**src/rtl/uart_pkg.sv**
```systemverilog
// Shared constants, FSM state codes and the baud divisor helper for uart_tx_buffered.
package uart_pkg;

    localparam int unsigned DATA_BITS = 8;

    typedef logic [2:0] uart_state_t;

    localparam uart_state_t ST_IDLE   = 3'd0;
    localparam uart_state_t ST_START  = 3'd1;
    localparam uart_state_t ST_DATA   = 3'd2;
    localparam uart_state_t ST_PARITY = 3'd3;
    localparam uart_state_t ST_STOP   = 3'd4;

    // Rounded-to-nearest clocks per bit.
    function automatic int unsigned baud_div(input int unsigned clk_hz, input int unsigned baud);
        return (clk_hz + baud / 2) / baud;
    endfunction

endpackage

```
**src/rtl/sync_fifo.sv**
```systemverilog
// Single-clock first-word-fall-through FIFO with an asynchronous active-high reset.
module sync_fifo #(
    parameter int unsigned WIDTH = 8,
    parameter int unsigned DEPTH = 16
) (
    input  logic             clk_i,
    input  logic             rst_i,
    input  logic             push_i,
    input  logic             pop_i,
    input  logic [WIDTH-1:0] data_i,
    output logic [WIDTH-1:0] data_o,
    output logic             full_o,
    output logic             empty_o
);

    localparam int unsigned AW = $clog2(DEPTH);
    localparam logic [AW:0]   FullCnt = (AW+1)'(DEPTH);
    localparam logic [AW:0]   CntOne  = (AW+1)'(1);
    localparam logic [AW-1:0] PtrOne  = AW'(1);

    logic [WIDTH-1:0] mem_q [DEPTH];
    logic [AW-1:0]    wr_ptr_q, wr_ptr_d;
    logic [AW-1:0]    rd_ptr_q, rd_ptr_d;
    logic [AW:0]      count_q, count_d;
    logic             push_ok, pop_ok;

    assign full_o  = (count_q == FullCnt);
    assign empty_o = (count_q == '0);
    assign data_o  = mem_q[rd_ptr_q];

    // A push while full is refused even if a pop frees a slot this cycle.
    assign push_ok = push_i && !full_o;
    assign pop_ok  = pop_i && !empty_o;

    always_comb begin
        wr_ptr_d = push_ok ? wr_ptr_q + PtrOne : wr_ptr_q;
        rd_ptr_d = pop_ok ? rd_ptr_q + PtrOne : rd_ptr_q;
        count_d  = count_q;
        case ({push_ok, pop_ok})
            2'b10:   count_d = count_q + CntOne;
            2'b01:   count_d = count_q - CntOne;
            default: count_d = count_q;
        endcase
    end

    always_ff @(posedge clk_i or posedge rst_i) begin
        if (rst_i) begin
            wr_ptr_q <= '0;
            rd_ptr_q <= '0;
            count_q  <= '0;
        end else begin
            wr_ptr_q <= wr_ptr_d;
            rd_ptr_q <= rd_ptr_d;
            count_q  <= count_d;
        end
    end

    always_ff @(posedge clk_i) begin
        if (push_ok) begin
            mem_q[wr_ptr_q] <= data_i;
        end
    end

endmodule

```
**src/rtl/uart_tx_buffered.sv**
```systemverilog
// Buffered 8N1 UART transmitter; define UART_TX_PARITY_EN for 8E1 frames.
module uart_tx_buffered
    import uart_pkg::*;
#(
    parameter int unsigned CLK_HZ     = 25_000_000,
    parameter int unsigned BAUD       = 115200,
    parameter int unsigned FIFO_DEPTH = 16
) (
    input  logic       clk_from_FPGA,
    input  logic       rst_from_FPGA,
    input  logic       wr_en,
    input  logic [7:0] wr_data,
    output logic       full,
    output logic       busy,
    output logic       overflow,
    output logic       uart_tx_pin_for_FPGA
);

    localparam int unsigned Div  = baud_div(CLK_HZ, BAUD);
    localparam int unsigned CntW = $clog2(Div);
    localparam int unsigned BitW = $clog2(DATA_BITS);

    localparam logic [CntW-1:0] CntReload = CntW'(Div - 1);
    localparam logic [CntW-1:0] CntOne    = CntW'(1);
    localparam logic [BitW-1:0] LastBit   = BitW'(DATA_BITS - 1);
    localparam logic [BitW-1:0] BitOne    = BitW'(1);

    uart_state_t          state_q, state_d;
    logic [CntW-1:0]      cnt_q, cnt_d;
    logic [DATA_BITS-1:0] shift_q, shift_d;
    logic [BitW-1:0]      bit_q, bit_d;
`ifdef UART_TX_PARITY_EN
    logic                 par_q, par_d;
`endif
    logic                 tx_q, tx_d;
    logic                 busy_q, busy_d;
    logic                 overflow_q;

    logic                 pop;
    logic                 tick;
    logic                 fifo_empty;
    logic [7:0]           fifo_data;

    sync_fifo #(
        .WIDTH (8),
        .DEPTH (FIFO_DEPTH)
    ) u_fifo (
        .clk_i   (clk_from_FPGA),
        .rst_i   (rst_from_FPGA),
        .push_i  (wr_en),
        .pop_i   (pop),
        .data_i  (wr_data),
        .data_o  (fifo_data),
        .full_o  (full),
        .empty_o (fifo_empty)
    );

    assign tick = (cnt_q == '0);

    always_comb begin
        state_d = state_q;
        cnt_d   = cnt_q;
        shift_d = shift_q;
        bit_d   = bit_q;
        pop     = 1'b0;
`ifdef UART_TX_PARITY_EN
        par_d   = par_q;
`endif
        if (state_q != ST_IDLE) begin
            cnt_d = tick ? CntReload : cnt_q - CntOne;
        end
        case (state_q)
            ST_IDLE: begin
                if (!fifo_empty) begin
                    pop     = 1'b1;
                    shift_d = fifo_data;
`ifdef UART_TX_PARITY_EN
                    par_d   = ^fifo_data;
`endif
                    cnt_d   = CntReload;
                    state_d = ST_START;
                end
            end
            ST_START: begin
                if (tick) begin
                    bit_d   = '0;
                    state_d = ST_DATA;
                end
            end
            ST_DATA: begin
                if (tick) begin
                    shift_d = shift_q >> 1;
                    if (bit_q == LastBit) begin
`ifdef UART_TX_PARITY_EN
                        state_d = ST_PARITY;
`else
                        state_d = ST_STOP;
`endif
                    end else begin
                        bit_d = bit_q + BitOne;
                    end
                end
            end
`ifdef UART_TX_PARITY_EN
            ST_PARITY: begin
                if (tick) begin
                    state_d = ST_STOP;
                end
            end
`endif
            ST_STOP: begin
                if (tick) begin
                    state_d = ST_IDLE;
                end
            end
            default: state_d = ST_IDLE;
        endcase
    end

    // Pin and busy are computed from next state so both flops change on the same edge.
    always_comb begin
        tx_d = 1'b1;
        case (state_d)
            ST_START:  tx_d = 1'b0;
            ST_DATA:   tx_d = shift_d[0];
`ifdef UART_TX_PARITY_EN
            ST_PARITY: tx_d = par_d;
`endif
            default:   tx_d = 1'b1;
        endcase
        busy_d = (state_d != ST_IDLE) || !fifo_empty || (wr_en && !full);
    end

    always_ff @(posedge clk_from_FPGA or posedge rst_from_FPGA) begin
        if (rst_from_FPGA) begin
            state_q    <= ST_IDLE;
            cnt_q      <= '0;
            shift_q    <= '0;
            bit_q      <= '0;
`ifdef UART_TX_PARITY_EN
            par_q      <= 1'b0;
`endif
            tx_q       <= 1'b1;
            busy_q     <= 1'b0;
            overflow_q <= 1'b0;
        end else begin
            state_q    <= state_d;
            cnt_q      <= cnt_d;
            shift_q    <= shift_d;
            bit_q      <= bit_d;
`ifdef UART_TX_PARITY_EN
            par_q      <= par_d;
`endif
            tx_q       <= tx_d;
            busy_q     <= busy_d;
            if (wr_en && full) begin
                overflow_q <= 1'b1;
            end
        end
    end

    assign uart_tx_pin_for_FPGA = tx_q;
    assign busy                 = busy_q;
    assign overflow             = overflow_q;

endmodule

```
**config.mk**
```make
export PLATFORM = sky130hd
export DESIGN_NAME = uart_tx_buffered
export DESIGN_NICKNAME = d
export VERILOG_FILES = /design/src/rtl/uart_pkg.sv /design/src/rtl/sync_fifo.sv /design/src/rtl/uart_tx_buffered.sv
export SDC_FILE = /design/constraint.sdc
export NUM_CORES = 1
export LEC_CHECK = 0
export BUFFER_PORTS_ARGS = -buffer_cell sky130_fd_sc_hd__buf_2
export CORE_ASPECT_RATIO = 1.75
export CORE_MARGIN = 2
export CORE_UTILIZATION = 40
export DETAILED_ROUTE_END_ITERATION = 12
export GPL_TIMING_DRIVEN = 0
export SLEW_MARGIN = 10
export SYNTH_ARGS = -nofsm -noshare
export SYNTH_HDL_FRONTEND = slang
export SYNTH_SLANG_ARGS = --single-unit
```
**constraint.sdc**
```tcl
create_clock -name clk_from_FPGA -period 8.25 [get_ports clk_from_FPGA]
set_clock_uncertainty 0.2 [all_clocks]
set_input_delay 1.2375 -clock clk_from_FPGA [delete_from_list [all_inputs] [get_ports clk_from_FPGA]]
set_output_delay 1.2375 -clock clk_from_FPGA [all_outputs]
set_load 0.05 [all_outputs]
```
==> results by group, run 1 <==
Run status
  – Status: finished, final reports clean

Yosys
  – Syn Std Cell Area: approximately 7000 sq um
  – Main combinational cell family by area after synthesis: multiplexers
  – Main area contributors after synthesis: edfxtp_1 55%, dfrtp_1 13%, mux4_2 6.4%
  – Main synth FF type: edfxtp_1
  – Syn_nets: around 450
  – EDFF count, synth: ~130
  – Yosys Warn Count: 0
  – Synth Area in Compound Gates: 0.0425
  – Post-synthesis xor/xnor area fraction: 0.0188
  – Cell taking the most area after synthesis: edfxtp_1
  – Ys async rst share: 0.229
  – Yosys cell types: 55
  – Syn Inst Count: around 420
  – Share of the synthesized area in the top cell type: 0.549
  – Simple-gate share of the synthesized area: 0.0747
  – Sequential share of the synthesized area: 0.685
  – Mux contribution to synthesized area: 0.130
  – Flops & latches, synth: between 150 and 200
  – Synth Area in Adders: 0.0243
  – Mean area per synthesized cell: 16.6 sq um

Min path
  – Worst Hold End: overflow
  – Hold crit path type: reg2reg
  – Hold Path Origin: overflow
  – Hold path cells: 1

STA
  – Final setup vio count: 0
  – Slew margin rel.: 0.293
  – Shortest period the worst path allows: roughly 3.5 ns
  – Final hold vios: 0
  – Setup TNS: 0 ns
  – Period utilization: 0.423
  – Slew Limit Fails: 0
  – Fmax: about 290 MHz
  – RSZ-0062 raised after global routing: no
  – Least-Margin Pin Slew: roughly 1.1 ns

Global routing
  – Global-route wire length before repair: between 20000 and 25000 microns
  – Vias in the first global route: roughly 3.8k
  – Initial antenna violation count: 0
  – Total Routing Usage GR: 0.164
  – Largest net degree at the start of global routing: 33
  – Gr ovfl total: 0

Critical path
  – Crit-path max FO: 9
  – WS Path Type: reg2reg
  – Top cell by count, worst path: ha_1
  – Crit-path slowest cell: or4_4
  – Reg2Reg Depth: 10
  – RR Startpoint: u_fifo.count_q[1]
  – Crit-path cells: or4_4 -> o21ai_4 -> inv_2 -> ha_1 -> ha_1 -> nor2b_1 -> o21ai_0 -> a21oi_1 -> or3b_2 -> xnor2_1
  – Largest stage delay, worst path: 0.60 ns
  – Reg2Reg Setup Slack: ~4.8 ns
  – Startpoint types: register
  – Worst R2R End: u_fifo.count_q[4]
  – WP data required: around 8.4 ns
  – Critical Path End Type: register
  – CP arrival: between 3 and 4 ns

Routing
  – DRC errors left: 0
  – Mean number of vias per cell: between 5 and 6
  – Initial detailed-routing violation count: between 200 and 250
  – Drt wl/cell: a little over 20 microns
  – Number of nets with antenna violations after routing: 0
  – Via count: roughly 3.6k
  – Drt first pass iters: 6
  – Total Routed Length: 14200 microns

Power
  – Power Total: between 2 and 2.5 mW
  – Pwr dens: ~260 nW/um^2
  – Leakage: ~2.8 nW
  – Maximum vdd drop: roughly 0.13 mV

Final layout
  – Commonest non-fill, non-tap cells in the layout: 128 x edfxtp_1, 37 x dfrtp_1, 36 x nand2_1
  – Synthesis-to-finish area growth: 14.7%
  – Ratio of cells with drive above 1 in the final layout: 0.226
  – Most common cell after layout, fill and taps aside: edfxtp_1
  – # diodes: 0
  – Final nets: 484
  – Filler cells: ~1.5k
  – Flip-flop and latch area: between 4000 and 5000 sq um
  – Multi-input combinational cell area: 2050 sq um

CTS
  – Clk buf depth: 2
  – # resized after CTS: 0
  – CTS root buf: clkbuf_16
  – Hold bufs inserted after CTS: 0
  – H-Tree Level Count: 4
  – Clk sinks: ~170
  – CTS tree: yes
  – Worst-path clk slew: 0.07 ns
  – Total CTS buffers: 17
  – Latest clock arrival within the worst-skew pair: 0.42 ns
  – # Post-CTS Setup Buffers: 0

Die
  – Area of the die: around 19000 sq um
  – Rows: 64
  – Die Y: approximately 180 microns
  – Core area: between 15000 and 20000 sq um
  – Die X: roughly 100 microns
  – Initial Utilization: 0.405
  – I/O pins: 15

Placement
  – DP HPWL: roughly 10000 microns
  – RePlAce Congestion: between 0.8 and 0.9
  – IO buf count: 14

Flow run
  – Max cap viols: 0
[cells in the mapped netlist (all sizes together) (6+ instances only)]
| master | number |
|---|---|
| edfxtp | 128 |
| dfrtp | 37 |
| nand2 | 37 |
| mux4 | 30 |
| nor2 | 23 |
| buf | 16 |
| mux2i | 15 |
| o21ai | 14 |
| inv | 13 |
| ha | 12 |
| xnor2 | 11 |
| nand3 | 10 |
| a21oi | 9 |
| nor3 | 9 |
| o2111ai | 6 |
[worst max-delay path: cells and delay by family (launching register included)]
family / cells / cell delay, ns
and+or+nand+nor: 3 / 1.20
AOI/OAI and AO/OA: 3 / 0.63
adders and majority gates: 2 / 0.63
DFF: 1 / 0.41
buffers and inverters: 1 / 0.16
xor gates and xnor gates: 1 / 0.13
[registers in the layout, summed over array words and instances, names as in the netlist]
register and cells:
u_fifo.mem_q 128, cnt_q 8, shift_q 8, u_fifo.count_q 5
u_fifo.rd_ptr_q 4, u_fifo.wr_ptr_q 4, bit_q 3, state_q 3
busy 1, overflow 1, uart_tx_pin_for_FPGA 1
[layer usage]
metal	GRT usage	wire length (microns)	up-vias
met5	0	0	-
met4	0.0552	216	0
met3	0.0364	290	12
met2	0.314	8140	44
met1	0.178	5540	1881
li1	-	-	1702
[per-stage QoR]
stage / cells / hold WS (ns) / area [sq um] / setup slack (ns) / util
global placement: 667 / 0.235 / 7360 / 4.18 / 0.426
detailed placement: 672 / 0.245 / 7440 / 4.41 / 0.430
global route: 704 / 0.279 / 8030 / 4.57 / 0.464
finish: 704 / 0.254 / 8030 / 4.76 / 0.464
floorplan: 422 / 0.258 / 7000 / 4.78 / -
CTS: 704 / 0.261 / 8030 / 4.74 / 0.464
[report_power, final]
group	total, mW	leakage (nW)	switching (mW)	internal, mW
combinational	0.231	0.910	0.154	0.0770
clock	0.794	0.284	0.341	0.453
sequential	1.03	1.62	0.0349	0.991
total	2.05	2.81	0.530	1.52
[worst max-delay path by stage]
stage,depth (start not counted),startpoint,endpoint,slack [ns]
floorplan,10,wr_en,u_fifo.count_q[4],4.78
global placement,5,wr_en,u_fifo.mem_q[0][6],4.18
detailed placement,11,wr_en,u_fifo.count_q[4],4.41
CTS,10,u_fifo.count_q[1],u_fifo.count_q[4],4.74
global route,10,u_fifo.count_q[1],u_fifo.count_q[4],4.57
finish,10,u_fifo.count_q[1],u_fifo.count_q[4],4.76
[cells by family (layout without fill, tap and decap cells)]
| group | Yosys count | count (layout) |
|---|---|---|
| DFF | 166 | 166 |
| and+or+nand+nor | 104 | 104 |
| muxes | 49 | 49 |
| AOI/OAI and AO/OA | 43 | 43 |
| buffers and inverters | 32 | 83 |
| xor gates and xnor gates | 15 | 15 |
| adders and majority gates | 13 | 13 |
[area by class of cell]
type                    instances  area share
plain buffers                  19      0.0159
clock buffers                  17      0.0530
clock inverters                15      0.0206
inverters                      13     0.00608
multi-input cells             224       0.255
flip-flops and latches        166       0.597
well taps                     231      0.0360
repair buffers                 19      0.0159
No activity file was read; power rests on OpenSTA's default activity.
==> run 2: changes to the inputs <==
==> constraint.sdc (replaced) <==
create_clock -name clk_from_FPGA -period 3.1 [get_ports clk_from_FPGA]
set_clock_uncertainty 0.2 [all_clocks]
set_input_delay 0.465 -clock clk_from_FPGA [delete_from_list [all_inputs] [get_ports clk_from_FPGA]]
set_output_delay 0.465 -clock clk_from_FPGA [all_outputs]
set_load 0.05 [all_outputs]
==> run 2 against run 1 <==
The flow now finishes with violations (negative hold slack). Wire length fell by 0.36%. Core utilization rose by 0.35 points. Design area rose by 0.76%. Die area did not move. Count of clock-buffer cells in the layout rose by 3. Flip-flop and latch count did not move. Critical path depth did not move. Clock power rose to 2.6 times the previous value. Via count rose by 2.5%. Register-to-register slack got worse by 4.6 ns. Power rose to 2.7 times the previous value. Maximum frequency rose by 17%. Critical endpoint unchanged.
==> results by group, run 2 (same netlist as run 1, synthesis figures left out) <==
Final layout
  – # diodes: 0 (unchanged)
  – Top reg by flops: u_fifo.mem_q
  – Commonest non-fill, non-tap cells in the layout: 128 x edfxtp_1, 37 x dfrtp_1, 36 x nand2_1
  – Synthesis-to-finish area growth: 15.5%
  – Max FFs per register: 128 (unchanged)
  – Fin area: 8090 sq um (+0.76%)
  – Filler cells: 1511 (-1.0%)
  – Largest registers: u_fifo.mem_q x128, cnt_q x8, shift_q x8
  – Ratio of cells with drive above 1 in the final layout: 0.242 (+0.0154)
  – Most common cell after layout, fill and taps aside: edfxtp_1
  – Final nets: 490 (+1.2%)

Routing
  – Drt first pass iters: 4 (-2)
  – Total Routed Length: 14100 microns (-0.36%)
  – Mean number of vias per cell: 5.27 (+2.0%)
  – Number of nets with antenna violations after routing: 0 (unchanged)
  – Initial detailed-routing violation count: 241 (+12%)
  – Drt wl/cell: 20.0 microns (-0.78%)
  – DRC errors left: 0 (unchanged)
  – Via count: 3729 (+2.5%)

Die
  – Core area: 17300 sq um (unchanged)
  – I/O pins: 15 (unchanged)
  – Initial Utilization: 0.405 (unchanged)
  – Die Y: 179 microns (unchanged)
  – Rows: 64 (unchanged)
  – Area of the die: 18600 sq um (unchanged)
  – Die X: 104 microns (unchanged)

Critical path
  – Reg2Reg Setup Slack: 0.13 ns (-4.63 ns)
  – RR Startpoint: u_fifo.count_q[2]
  – Critical Path End Type: register
  – Worst R2R End: u_fifo.count_q[4]
  – WP data required: 3.20 ns (-5.16 ns)
  – Reg2Reg Depth: 10 (unchanged)
  – CP arrival: 3.07 ns (-0.52 ns)
  – CP Launch Point: u_fifo.count_q[2]
  – WS Path Type: reg2reg
  – Crit-path max FO: 8 (-1)
  – Startpoint types: register
  – CP endpoint: u_fifo.count_q[4]

STA
  – Final hold vios: 13 (+13)
  – Slew Limit Fails: 0 (unchanged)
  – RSZ-0062 raised after global routing: no
  – Shortest period the worst path allows: 2.97 ns (-0.516 ns)
  – Period utilization: 0.958 (+0.536)
  – Slew margin rel.: 0.284 (-0.00868)
  – Fmax: 337 MHz (+17%)
  – Final setup vio count: 0 (unchanged)
  – Least-Margin Pin Slew: 1.07 ns (+0.0130 ns)
  – Final WS setup: 0.129 ns (-4.63 ns)
  – Setup TNS: 0 ns (unchanged)
  – Final hold slack: -0.00481 ns (-0.259 ns)

Placement
  – RePlAce Congestion: 0.850 (unchanged)
  – IO buf count: 14 (unchanged)
  – Placed instance area: 7420 sq um (-0.22%)
  – Setup WS pre-CTS: -0.330 ns (-4.74 ns)
  – DP HPWL: 9710 microns (-2.0%)

CTS
  – CTS tree: yes
  – Total CTS buffers: 17 (unchanged)
  – H-Tree Level Count: 4 (unchanged)
  – Clk buf depth: 2 (unchanged)
  – Latest clock arrival within the worst-skew pair: 0.43 ns (about the same)
  – Worst-path clk slew: 0.06 ns (about the same)
  – CTS root buf: clkbuf_16
  – Clk sinks: 166 (unchanged)

Run status
  – Status: finished, violations left
  – Failing checks: negative hold slack

Power
  – Clk pwr share: 0.378 (-0.009)
  – Switching part of the total power: 0.243 (-0.0153)
  – Pwr dens: 675 nW/um^2 (+160%)
  – Internal power: 4.13 mW (+170%)
  – Sequential power share: 0.500 (about the same)
  – Leakage: 2.82 nW (+0.39%)
  – Combinational power share: 0.121 (+0.008)
  – P_sw: 1.33 mW (+150%)
  – Maximum vdd drop: 0.348 mV (+160%)

Global routing
  – Gr ovfl total: 0 (unchanged)
  – Initial antenna violation count: 0 (unchanged)
  – Total Routing Usage GR: 0.166 (+0.00164)
  – Global-route wire length before repair: 22700 microns (+1.6%)
  – Vias in the first global route: 3965 (+3.2%)
  – Largest net degree at the start of global routing: 39 (+18%)

Min path
  – Hold crit path type: in2async

Flow run
  – Max cap viols: 0 (unchanged)
run 2: critical path, stage by stage, from the launching register on:
cell     delay [ns]
dfrtp_1        0.39
or4_4          0.57
o21ai_4        0.22
inv_4          0.10
ha_4           0.20
ha_4           0.22
nor2b_2        0.15
o21ai_2        0.13
a21oi_1        0.07
or3b_2         0.45
xnor2_1        0.14
run 2: metal layers:
layer | wire length, microns | global-route usage | vias up
li1 | - | - | 1724
met2 | 8160 | 0.319 | 71
met3 | 364 | 0.0324 | 23
met1 | 5280 | 0.174 | 1911
met4 | 333 | 0.0709 | 0
met5 | 0 | 0 | -
run 2: metrics by stage:
| stage | utilization | power, mW | instances |
|---|---|---|---|
| floorplan | - | 3.16 | 422 |
| global placement | 0.426 | 3.33 | 667 |
| detailed placement | 0.429 | 3.39 | 671 |
| CTS | 0.466 | 5.50 | 706 |
| global route | 0.468 | 5.68 | 707 |
| finish | 0.468 | 5.46 | 707 |
run 2: final cells by class:
cell class              instances  area, sq um  share of cell area
plain buffers                  18          124              0.0153
clock buffers                  20          437              0.0540
clock inverters                 9          130              0.0161
inverters                      13         51.3             0.00634
multi-input cells             224         2090               0.259
flip-flops and latches        166         4800               0.593
well taps                     231          289              0.0357
repair buffers                 26          171              0.0212
run 2: what timing repair did:
| item | in CTS | in global routing |
|---|---|---|
| cloned | 0 | 0 |
| setup buffers | 7 | 1 |
| setup endpoints to repair | 1 | 1 |
| hold buffers | 0 | 0 |
| resized for setup | 7 | 4 |
| pin swaps | 4 | 4 |
run 2: worst min path at each step:
stage,endpoint,depth (start not counted)
after floorplan,shift_q[1],2
after global placement,overflow,1
after detailed placement,overflow,1
after CTS,u_fifo.count_q[1],2
after global routing,u_fifo.count_q[1],2
final,u_fifo.count_q[1],2
run 2: power by group through the flow:
stage / registers, mW / logic, mW / clock network, mW
after global routing: 2.75 / 0.746 / 2.18
after CTS: 2.73 / 0.663 / 2.10
after floorplan: 2.77 / 0.386 / 0
final: 2.73 / 0.663 / 2.07
after global placement: 2.77 / 0.567 / 0
after detailed placement: 2.78 / 0.612 / 0
==> run 3: changes to the inputs <==
--- a/config.mk
+++ b/config.mk
@@ -11,6 +11,7 @@
 export CORE_UTILIZATION = 40
 export DETAILED_ROUTE_END_ITERATION = 12
 export GPL_TIMING_DRIVEN = 0
+export MAX_ROUTING_LAYER = met4
 export SLEW_MARGIN = 10
 export SYNTH_ARGS = -nofsm -noshare
 export SYNTH_HDL_FRONTEND = slang
==> run 3 against run 2 <==
The run still ends with negative hold slack left. Via count decreased by 0.24%. Worst hold slack improved by 0.0028 ns. Non-clock buffer count unchanged. Count of clock-buffer cells in the layout did not move. First-iteration DRC count grew 5.8%. Critical path type unchanged. Largest cell class unchanged.
==> results by group, run 3 (same netlist as run 1, synthesis figures left out) <==
Run status
  – Status: finished, violations left
  – Failing checks: negative hold slack

CTS
  – Clk buf depth: 2 (unchanged)
  – Latest clock arrival within the worst-skew pair: 0.42 ns (about the same)
  – H-Tree Level Count: 4 (unchanged)
  – Total CTS buffers: 17 (unchanged)
  – CTS tree: yes
  – Worst-path clk slew: 0.06 ns (about the same)
  – Hold bufs inserted after CTS: 0 (unchanged)
  – Clk sinks: 166 (unchanged)
  – CTS root buf: clkbuf_16

Min path
  – Hold crit path type: in2async

STA
  – Setup TNS: 0 ns (unchanged)
  – Final WS setup: 0.133 ns (+0.00474 ns)
  – Final setup vio count: 0 (unchanged)
  – Slew margin rel.: 0.254 (-0.0302)
  – Final hold vios: 2 (-11)
  – RSZ-0062 raised after global routing: no
  – Period utilization: 0.957 (-0.00153)
  – Fmax: 337 MHz (+0.16%)
  – Least-Margin Pin Slew: 1.11 ns (+0.0451 ns)
  – Final hold slack: -0.00197 ns (+0.00283 ns)
  – Shortest period the worst path allows: 2.97 ns (-0.00474 ns)
  – Slew Limit Fails: 0 (unchanged)

Critical path
  – CP Launch Point: u_fifo.count_q[2]
  – Worst R2R End: u_fifo.count_q[4]
  – WP data required: 3.20 ns (about the same)
  – CP arrival: 3.06 ns (about the same)
  – Crit-path cells: or4_4 -> o21ai_4 -> inv_4 -> ha_4 -> ha_4 -> nor2b_2 -> o21ai_2 -> a21oi_1 -> or3b_2 -> xnor2_1
  – Crit path max-delay family: simple AND/OR/NAND/NOR gates
  – Largest stage delay, worst path: 0.57 ns (about the same)
  – Reg2Reg Setup Slack: 0.13 ns (about the same)
  – Worst Path Buf+Inv: 1 (unchanged)
  – Reg2Reg Depth: 10 (unchanged)
  – Worst path depth: 10 (unchanged)
  – Critical Path End Type: register
  – Crit-path slowest cell: or4_4
  – Crit-path max FO: 8 (unchanged)
  – Top cell by count, worst path: ha_4
  – RR Startpoint: u_fifo.count_q[2]
  – Startpoint types: register
  – CP endpoint: u_fifo.count_q[4]
  – WS Path Type: reg2reg

Routing
  – Number of nets with antenna violations after routing: 0 (unchanged)
  – Drt wl/cell: 20.0 microns (about the same)
  – Mean number of vias per cell: 5.26 (-0.24%)
  – Via count: 3720 (-0.24%)
  – DRC errors left: 0 (unchanged)
  – Total Routed Length: 14100 microns (about the same)
  – Initial detailed-routing violation count: 255 (+5.8%)
  – Drt first pass iters: 4 (unchanged)

Global routing
  – Global-route wire length before repair: 22700 microns (about the same)
  – Largest net degree at the start of global routing: 39 (unchanged)
  – Total Routing Usage GR: 0.171 (+0.00515)
  – Initial antenna violation count: 0 (unchanged)
  – Gr ovfl total: 0 (unchanged)
  – Vias in the first global route: 3976 (+0.28%)

Final layout
  – Largest registers: u_fifo.mem_q x128, cnt_q x8, shift_q x8
  – Most common cell after layout, fill and taps aside: edfxtp_1
  – Ratio of cells with drive above 1 in the final layout: 0.242 (unchanged)
  – Commonest non-fill, non-tap cells in the layout: 128 x edfxtp_1, 37 x dfrtp_1, 36 x nand2_1
  – Final nets: 490 (unchanged)
  – Top reg by flops: u_fifo.mem_q
  – # diodes: 0 (unchanged)
  – Synthesis-to-finish area growth: 15.5% (unchanged)
  – Filler cells: 1511 (unchanged)
  – Max FFs per register: 128 (unchanged)
  – Fin area: 8090 sq um (unchanged)

Placement
  – IO buf count: 14 (unchanged)
  – Setup WS pre-CTS: -0.330 ns (unchanged)
  – DP HPWL: 9710 microns (unchanged)
  – RePlAce Congestion: 0.863 (+1.6%)
  – Placed instance area: 7420 sq um (unchanged)

Die
  – Die Y: 179 microns (unchanged)
  – Area of the die: 18600 sq um (unchanged)
  – I/O pins: 15 (unchanged)
  – Rows: 64 (unchanged)
  – Core area: 17300 sq um (unchanged)
  – Die X: 104 microns (unchanged)
  – Initial Utilization: 0.405 (unchanged)

Power
  – Leakage: 2.82 nW (unchanged)
  – P_sw: 1.33 mW (+0.16%)
  – Internal power: 4.13 mW (about the same)
  – Combinational power share: 0.121 (about the same)
  – Switching part of the total power: 0.243 (+0.000269)
  – Pwr dens: 675 nW/um^2 (about the same)
  – Sequential power share: 0.500 (about the same)
  – Clk pwr share: 0.379 (about the same)
  – Maximum vdd drop: 0.344 mV (-1.2%)

Flow run
  – Max cap viols: 0 (unchanged)
## run 3: cell counts in the layout (fill, tap and decap cells not counted)
No cell type changed its count.
## run 3: worst min-delay path by stage
stage	start	end	slack [ns]	cells past startpoint
after global routing	rst_from_FPGA	cnt_q[0]	0.07	2
final	rst_from_FPGA	u_fifo.count_q[1]	-0.002	2
after floorplan	shift_q[2]	shift_q[1]	0.26	2
after CTS	rst_from_FPGA	u_fifo.count_q[1]	0.03	2
after detailed placement	overflow	overflow	0.24	1
after global placement	overflow	overflow	0.23	1
## run 3: worst reg2reg max path: stages (launching register included)
cell and delay, ns:
dfrtp_1 0.39, or4_4 0.57, o21ai_4 0.22, inv_4 0.10
ha_4 0.20, ha_4 0.22, nor2b_2 0.15, o21ai_2 0.13
a21oi_1 0.07, or3b_2 0.45, xnor2_1 0.14
## run 3: metal layers
layer	GRT usage	part of all wire	routed length, microns	vias up
met5	-	0	0	-
met2	0.319	0.58	8170	66
met3	0.0324	0.023	318	22
met1	0.175	0.38	5320	1910
met4	0.0709	0.022	314	0
li1	-	-	-	1722
## run 3: cell type report
type,count,area [sq um],share of cell area
buffer,18,124,0.0153
clock buffer,20,437,0.0540
clock inverter,9,130,0.0161
inverter,13,51.3,0.00634
multi-input combinational,224,2090,0.259
sequential,166,4800,0.593
tap,231,289,0.0357
timing repair buffer,26,171,0.0212
## run 3: power groups by stage
stage | clock [mW] | combinational (mW) | sequential [mW]
2_1_floorplan | 0 | 0.386 | 2.77
3_5_place_dp | 0 | 0.612 | 2.78
6_report | 2.07 | 0.664 | 2.73
4_1_cts | 2.10 | 0.663 | 2.73
5_1_grt | 2.19 | 0.746 | 2.75
3_3_place_gp | 0 | 0.567 | 2.77
## run 3: per-stage QoR
step | std cells | hold WS [ns] | utilization | power (mW)
CTS | 706 | 0.0268 | 0.466 | 5.50
floorplan | 422 | 0.258 | - | 3.16
global route | 707 | 0.0699 | 0.468 | 5.69
global placement | 667 | 0.234 | 0.426 | 3.33
finish | 707 | -0.00197 | 0.468 | 5.47
detailed placement | 671 | 0.243 | 0.429 | 3.39
## run 3: what timing repair did
action,4_1_cts,5_1_grt
setup endpoints to repair,1,1
pin swaps,4,4
buffers inserted,7,1
gates resized for setup,7,4
